File: config.mk
export PLATFORM = sky130hd
export DESIGN_NAME = seg_scan_ctrl
export DESIGN_NICKNAME = d
export VERILOG_FILES = /design/src/rtl/seg_scan_ctrl.sv
export SDC_FILE = /design/constraint.sdc
export NUM_CORES = 1
export LEC_CHECK = 0
export ABC_AREA = 1
export CAP_MARGIN = 40
export CELL_PAD_IN_SITES_DETAIL_PLACEMENT = 1
export CELL_PAD_IN_SITES_GLOBAL_PLACEMENT = 2
export CORE_MARGIN = 1
export CORE_UTILIZATION = 33
export DETAILED_ROUTE_END_ITERATION = 8
export PLACE_DENSITY = 0.91
export SLEW_MARGIN = 40
export SYNTH_ARGS = -nofsm -noshare
export SYNTH_HDL_FRONTEND = slang
export SYNTH_SLANG_ARGS = --single-unit
File: constraint.sdc
create_clock -name clk -period 3.76 [get_ports clk]
set_input_delay 0.376 -clock clk [delete_from_list [all_inputs] [get_ports clk]]
set_output_delay 0.376 -clock clk [all_outputs]
set_load 0.05 [all_outputs]
File: src/rtl/seg_scan_ctrl.sv
// seg_scan_ctrl: multiplexed 7-segment digit scanner with per-slot blanking and frame-synchronous value commit.
module seg_scan_ctrl #(
    parameter int NUM_DIGITS    = 8,
    parameter int SCAN_DIV      = 50_000,
    parameter int BLANK_CYC     = 500,
    parameter bit ACTIVE_LOW_AN = 1'b1
) (
    input  logic                          clk,
    input  logic                          rst,
    input  logic                          enable,
    input  logic [4*NUM_DIGITS-1:0]       data_in,
    input  logic                          data_valid,
    output logic                          data_ready,
    input  logic [NUM_DIGITS-1:0]         digit_en,
    output logic [NUM_DIGITS-1:0]         an,
    output logic [3:0]                    nibble_out,
    output logic [$clog2(NUM_DIGITS)-1:0] digit_idx,
    output logic                          frame_done
);
    localparam int CW = $clog2(SCAN_DIV);
    localparam int IW = $clog2(NUM_DIGITS);
    localparam int DW = 4 * NUM_DIGITS;

    typedef enum logic [1:0] {IDLE, BLANK, DRIVE} state_e;

    state_e                state_q, state_d;
    logic [CW-1:0]         cnt_q, cnt_d;
    logic [IW-1:0]         idx_q, idx_d;
    logic [DW-1:0]         shadow_q, shadow_d, pend_buf_q, pend_buf_d;
    logic                  pend_q, pend_d, en_bit_q, en_bit_d;
    logic [3:0]            nibble_q, nibble_d;
    logic                  xfer, to_pend, slot_end, last_digit, to_idle, blank_entry;
    logic [NUM_DIGITS-1:0] onehot;

    always_comb begin
        xfer        = data_valid & ~pend_q;
        slot_end    = state_q == DRIVE && cnt_q == CW'(SCAN_DIV - 1);
        last_digit  = idx_q == IW'(NUM_DIGITS - 1);
        to_idle     = state_q != IDLE && !enable;
        frame_done  = slot_end && last_digit && enable;
        to_pend     = xfer && state_q != IDLE && !to_idle;
        state_d     = !enable ? IDLE :
                      state_q == IDLE ? BLANK :
                      (state_q == BLANK && cnt_q == CW'(BLANK_CYC - 1)) ? DRIVE :
                      slot_end ? BLANK : state_q;
        cnt_d       = (state_d == IDLE || state_q == IDLE || cnt_q == CW'(SCAN_DIV - 1)) ? '0 : cnt_q + CW'(1);
        idx_d       = state_d == IDLE ? '0 : slot_end ? (last_digit ? '0 : idx_q + IW'(1)) : idx_q;
        // Pending data is folded into the shadow at a frame boundary or when the scan stops.
        shadow_d    = (pend_q && (frame_done || to_idle)) ? pend_buf_q :
                      (xfer && (state_q == IDLE || to_idle)) ? data_in : shadow_q;
        pend_d      = to_pend ? 1'b1 : (frame_done || to_idle) ? 1'b0 : pend_q;
        pend_buf_d  = to_pend ? data_in : pend_buf_q;
        blank_entry = state_d == BLANK && state_q != BLANK;
        nibble_d    = blank_entry ? shadow_d[4*idx_d +: 4] : nibble_q;
        en_bit_d    = blank_entry ? digit_en[idx_d] : en_bit_q;
        onehot      = NUM_DIGITS'(1) << idx_q;
        an          = (state_q == DRIVE && en_bit_q) ? (ACTIVE_LOW_AN ? ~onehot : onehot) : {NUM_DIGITS{ACTIVE_LOW_AN}};
        data_ready  = ~pend_q;
        nibble_out  = nibble_q;
        digit_idx   = idx_q;
    end

    always_ff @(posedge clk or posedge rst) begin
        if (rst) begin
            state_q    <= IDLE;
            cnt_q      <= '0;
            idx_q      <= '0;
            shadow_q   <= '0;
            pend_buf_q <= '0;
            pend_q     <= 1'b0;
            en_bit_q   <= 1'b0;
            nibble_q   <= '0;
        end else begin
            state_q    <= state_d;
            cnt_q      <= cnt_d;
            idx_q      <= idx_d;
            shadow_q   <= shadow_d;
            pend_buf_q <= pend_buf_d;
            pend_q     <= pend_d;
            en_bit_q   <= en_bit_d;
            nibble_q   <= nibble_d;
        end
    end
endmodule

* Word-level counts from Yosys, hierarchy flattened
Cells that the tools add are included.
** Word-level totals
- Register bits after elaboration :: 91
- Bits in latches :: 0
- RAM bits :: 0
- Bits in read-only memories :: 0
- Input port bits :: 44
- Output and inout port bits :: 17
- Logic and storage cells :: 59
- Memories kept :: 0
** Cells by class
- Add/sub/neg operators :: 2
- $mul :: 0
- Div/mod/pow operators :: 0
- $lt $le $gt $ge :: 1
- Equality and inequality tests :: 7
- Shifts and indexed selects :: 2
- Mux-type cells :: 15
- Bitwise logic cells :: 3
- Reduce and logical (&&, ||, !) cells :: 21
** Operators with widths (count)
- two-way mux 32 bit :: 2
- variable part select 32 x 6 -> 4 bit :: 1
- adder 16 x 1 -> 16 bit (second input constant) :: 1
- == test 16 bit (second input constant) :: 1
- == test 16 x 9 -> 1 bit (second input constant) :: 1
- two-way mux 16 bit :: 1
- logical AND 1 bit :: 11
- two-way mux 3 bit :: 3
- two-way mux 2 bit :: 4
- two-way mux 8 bit :: 1
- inverter 8 bit :: 1
- left shift 1 x 3 -> 8 bit (first input constant) :: 1
- == test 2 x 1 -> 1 bit (second input constant) :: 2
- logical NOT 2 bit :: 2
- logical OR 1 bit :: 4
- < comparator 3 x 4 -> 1 bit (second input constant) :: 1
- nonzero test 2 bit :: 2
- adder 3 x 1 -> 3 bit (second input constant) :: 1
- binary-select mux 1 bit (select 3 bit) :: 1
- == test 3 bit (second input constant) :: 1
- two-way mux 1 bit :: 3
- == test 2 bit (second input constant) :: 1
- logical NOT 1 bit :: 2
- inequality test 2 x 1 -> 1 bit (second input constant) :: 1
- 2 further kinds :: 2

* Depth between registers and ports, before layout
- Depth in word-level cells :: 10
- Gate-level depth with buffers :: 14
- Gate-level depth less buffers :: 13

* Worst setup path before layout
Ideal clock, no wire load.
- Path type :: register to register
- Start :: reg idx_q[0], in the netlist digit_idx[0]
- End :: reg en_bit_q
- Library setup time :: 117 ps
- Data arrival time :: 2155 ps
- Data required time :: 3643 ps
- Path slack :: 1487 ps
- Cell stages (with the launch flop) :: 12
- Path buffers :: 1
- Period minus slack after synthesis :: 2273 ps
- Cell sequence :: dfrtp_1 > ha_1 > ha_1 > or2_2 > nand4_1 > nand3_2 > buf_6 > or2_0 > o211ai_2 > nand3_1 > nand3_1 > nand2_1
** On the way
- Cells in the longest elaborated chain, start to end :: 6
- Elaborated cells between the ends (all ways) :: 7
- Classes of those cells :: add/sub (1); eq/ne (1); mux (5)
** Ends and longest elaborated chain
- from (decl) :: line 28 : logic [IW-1:0] idx_q, idx_d;
- from (signal assigned) :: line 76 : idx_q <= idx_d;
- adder 3 x 1 -> 3 bit / == test 3 bit (equally long branches) :: line 47, 38
- two-way mux 3 bit :: line 47 : idx_d = state_d == IDLE ? '0 : slot_end ? (last_digit ? '0 : idx_q + IW'(1)) : idx_q;
- two-way mux 3 bit (*) (2 in series) :: line 47
- binary-select mux 1 bit (select 3 bit) (*) :: line 55 : en_bit_d = blank_entry ? digit_en[idx_d] : en_bit_q;
- two-way mux 1 bit (not written as such) (*) :: line 55
- to (signal assigned) :: line 80 : en_bit_q <= en_bit_d;
- to (decl) :: line 30 : logic pend_q, pend_d, en_bit_q, en_bit_d;
Every way passes the cells marked *; elsewhere a longest branch is shown, timed or not. The select of a mux whose other input is x is not followed.
A chain may end at the register's enable or synchronous reset.

* Worst setup path in the final report
- Start :: reg idx_q[0], in the netlist digit_idx[0]
- End :: out frame_done
** On the way
- Cells in the longest elaborated chain, start to end :: 3
** Ends and longest elaborated chain
- == test 3 bit :: line 38 : last_digit = idx_q == IW'(NUM_DIGITS - 1);
- logical AND 1 bit (2 in series) :: line 40 : frame_done = slot_end && last_digit && enable;
- to (decl) :: line 18 : output logic frame_done
No other way between the ends.

==> results.sh <==
export IMPL_cell_internal_pwr_w=0.00190
export IMPL_worst_slack_ns=0.962
export IMPL_worst_slew_pin_transition_ns=0.747
export IMPL_first_global_vias=4459
export IMPL_pwr_share_seq_pct=45.7
export IMPL_syn_nets=648
export IMPL_maxCapViolations=0
export IMPL_timing_critical_path_slowest_cell_delay_ns=0.80
export IMPL_timing_hold_ws_ns=0.402
export IMPL_register_area_share_after_synthesis_pct=48.1
export IMPL_critical_path_endpoint_type="output port"
export IMPL_dominant_combinational_cell_family_by_area_after_synthesis="simple AND/OR/NAND/NOR gates"
export IMPL_timing_final_setup_violations=0
export IMPL_die_height_microns=122
export IMPL_core_rowCount=43
export IMPL_synth_xor_area_share_pct=0.925
export IMPL_drt_wirelength_per_cell_microns=16.1
export IMPL_peakVddDrop_mv=0.242
export IMPL_design_core_area_sq_mm=0.0139
export IMPL_clk_insertion_delay_late_ns=0.35
export IMPL_r2r_cells=13
export IMPL_cts_max_path_buffers=2
export IMPL_cts_sink_count=91
export IMPL_cts_buffers_inserted=9
export IMPL_design_final_nets=694
export IMPL_rsz0062_at_grt="no"
export IMPL_postSynthAreaPerCell_sq_um=7.93
export IMPL_run_status="completed"
export IMPL_finalClockSkew_ns=0.00686
export IMPL_path_clk_slew_ns=0.06
export IMPL_timing_rr_end="nibble_out[2]"
export IMPL_post_route_period_util_pct=74.4
export IMPL_final_max_slew_viol_count=0
export IMPL_floorplan_die_area_sq_mm=0.0148
export IMPL_gr_total_overflow=0
export IMPL_net_switching_share_of_the_total_power_pct=30.5
export IMPL_syn_area_sq_mm=0.00474
export IMPL_most_common_layout_cells="159 x sky130_fd_sc_hd__nand2_1, 107 x sky130_fd_sc_hd__nand3_1, 91 x sky130_fd_sc_hd__dfrtp_1"
export IMPL_hold_path_class="in -> async"
export IMPL_max_freq_mhz=357
export IMPL_cts_htree_levels=3
export IMPL_cts_resized=0
export IMPL_synth_simple_area_share_pct=31.8
export IMPL_pin_count=61
export IMPL_chipWidth_microns=122
export IMPL_final_min_clock_period_ns=2.80
export IMPL_remaining_drc_errors=0
export IMPL_dominant_cells_by_area_after_synthesis="sky130_fd_sc_hd__dfrtp_1 48%, sky130_fd_sc_hd__nand2_1 13%, sky130_fd_sc_hd__nand3_1 11%"
export IMPL_netlist_cell_type_count=39
export IMPL_global_route_usage_total_pct=19.7
export IMPL_tritoncts="yes"
export IMPL_antenna_violating_nets_post_route=0
export IMPL_number_of_iterations_in_the_first_detailed_routing_pass=4
export IMPL_cp_max_fo=5
export IMPL_hold_fix_buffer_count_after_cts=0
export IMPL_worst_r2r_setup_slack_ns=1.07
export IMPL_timing_critical_path_max_delay_family="buffers and inverters"
export IMPL_post_synth_top_area_cell="sky130_fd_sc_hd__dfrtp_1"
export IMPL_ys_warnings_count=0
export IMPL_buffer_ports_inserted=60
export IMPL_insertedDiodeCount=0
export IMPL_floorplan_initialDensity_pct=34.0
export IMPL_hpwlAfterDp_microns=9170
export IMPL_cp_buffers_inverters=3
export IMPL_timing_setup_tns_ns=0
export IMPL_number_of_synthesized_register_bits=91
export IMPL_yosys_area_share_adder_pct=1.85
export IMPL_first_iter_violations=287
export IMPL_drt_wl_total_microns=13300
export IMPL_share_comb_of_total_power_pct=19.5
export IMPL_cpMaxStageDelayCell="sky130_fd_sc_hd__clkdlybuf4s50_1"
export IMPL_grt_start_max_net_pins=66
export IMPL_slew_headroom_pct=50.1
export IMPL_p_sw_w=0.000833
export IMPL_syn_to_final_growth_pct=21.6
export IMPL_post_detailed_route_via_to_cell_ratio=5.03
export IMPL_setup_slack_placement_ns=0.870
export IMPL_synthCells=597
export IMPL_n_fill_cell=1695
export IMPL_p_per_area_mw_per_mm2=474
export IMPL_criticalPathCategory="reg -> out"
export IMPL_multiInputGateArea_sq_mm=0.00208
export IMPL_place_congestion=0.814
export IMPL_vias=4166
export IMPL_critical_path_startpoint_type="flip-flop"
export IMPL_layout_cells_most_common="sky130_fd_sc_hd__nand2_1"
export IMPL_hold_violations=0
export IMPL_timing_critical_path_required_ns=3.38
export IMPL_worst_endpoint_arrival_ns=2.42
export IMPL_synthMuxAreaShare_pct=0
export IMPL_first_pass_grt_wire_length_microns=22500
export IMPL_area_taken_by_flip_flops_and_latches_sq_mm=0.00228
export IMPL_power_leakage_nw=2.81
export IMPL_yosys_area_top_type_share_pct=48.1
export IMPL_drive_above_1_share_pct=7.41
export IMPL_area_fraction_in_compound_gates_after_synthesis_pct=9.19
export IMPL_clock_root_buffer="sky130_fd_sc_hd__clkbuf_16"
export IMPL_path_cells="ha_1 -> ha_1 -> nand2_1 -> inv_1 -> nand4_2 -> inv_1 -> clkdlybuf4s50_1"
export IMPL_antenna_violations_before_repair=0
export IMPL_critical_path_reg2reg_startpoint="digit_idx[0]"
export IMPL_cts_setup_buffers=0
export IMPL_pwr_share_clk_pct=34.8
==> synth_stat cells (all sizes together) <==
cell type    n
or2          3
o211ai       3
nand2      163
a211oi       1
nor2        36
nor3         5
nand4        5
xnor2        1
nor3b        5
and3         1
clkbuf      11
a21o         1
ha           7
inv         57
o21a         1
nand3      111
dfrtp       91
buf         19
xor2         4
a21oi        3
o21ai       68
a2111oi      1
==> logic make-up (layout without fill, tap and decap cells) <==
family,Yosys count,in the layout
buf+inv,87,138
fa+ha+maj,7,7
flops,91,91
compound gates,78,78
simple gates,329,329
xor+xnor,5,5
==> metrics by stage <==
step | std cells | utilization (%) | power (W) | cell area, sq um
floorplan | 597 | - | 0.00161 | 4740
global placement | 812 | 39.1 | 0.00178 | 5450
detailed placement | 812 | 39.1 | 0.00180 | 5450
CTS | 828 | 41.3 | 0.00276 | 5760
global route | 828 | 41.3 | 0.00290 | 5760
finish | 828 | 41.3 | 0.00273 | 5760
==> per-layer routing <==
| metal | up-vias | global-route usage [%] | share of wire (%) |
|---|---|---|---|
| li1 | 2033 | - | - |
| met1 | 2073 | 25.3 | 46 |
| met2 | 48 | 33.9 | 51 |
| met3 | 12 | 3.14 | 2.4 |
| met4 | 0 | 5.94 | 1.3 |
| met5 | - | 0 | 0 |
==> registers in the layout (all words and copies together) (netlist names) <==
register / count
en_bit_q: 1
nibble_out: 4
digit_idx: 3
pend_q: 1
cnt_q: 16
pend_buf_q: 32
shadow_q: 32
state_q: 2
==> worst max path at each step <==
stage / depth (start not counted) / from / slack [ns] / to
3_5_place_dp: 12 / enable / 0.87 / nibble_out[2]
3_3_place_gp: 12 / enable / 0.99 / nibble_out[2]
5_1_grt: 13 / digit_idx[0] / 0.79 / nibble_out[3]
4_1_cts: 7 / digit_idx[0] / 0.91 / frame_done
6_report: 7 / digit_idx[0] / 0.96 / frame_done
2_1_floorplan: 1 / rst / 1.02 / cnt_q[0]
==> power groups by stage <==
| stage | registers (W) | clock network, W | logic (W) |
|---|---|---|---|
| 3_5_place_dp | 0.00127 | 0 | 0.000539 |
| 4_1_cts | 0.00125 | 0.000971 | 0.000544 |
| 5_1_grt | 0.00127 | 0.00102 | 0.000612 |
| 3_3_place_gp | 0.00126 | 0 | 0.000516 |
| 6_report | 0.00125 | 0.000951 | 0.000534 |
| 2_1_floorplan | 0.00127 | 0 | 0.000340 |
==> area by class of cell <==
type                       count  area share, %
sequential                    91           39.5
timing repair buffer          65           11.3
clock inverter                 6           1.24
inverter                      57           3.80
tap                          180           3.91
clock buffer                  10           4.15
multi-input combinational    419           36.1
Note: power is estimated with default switching activity, not from simulation.
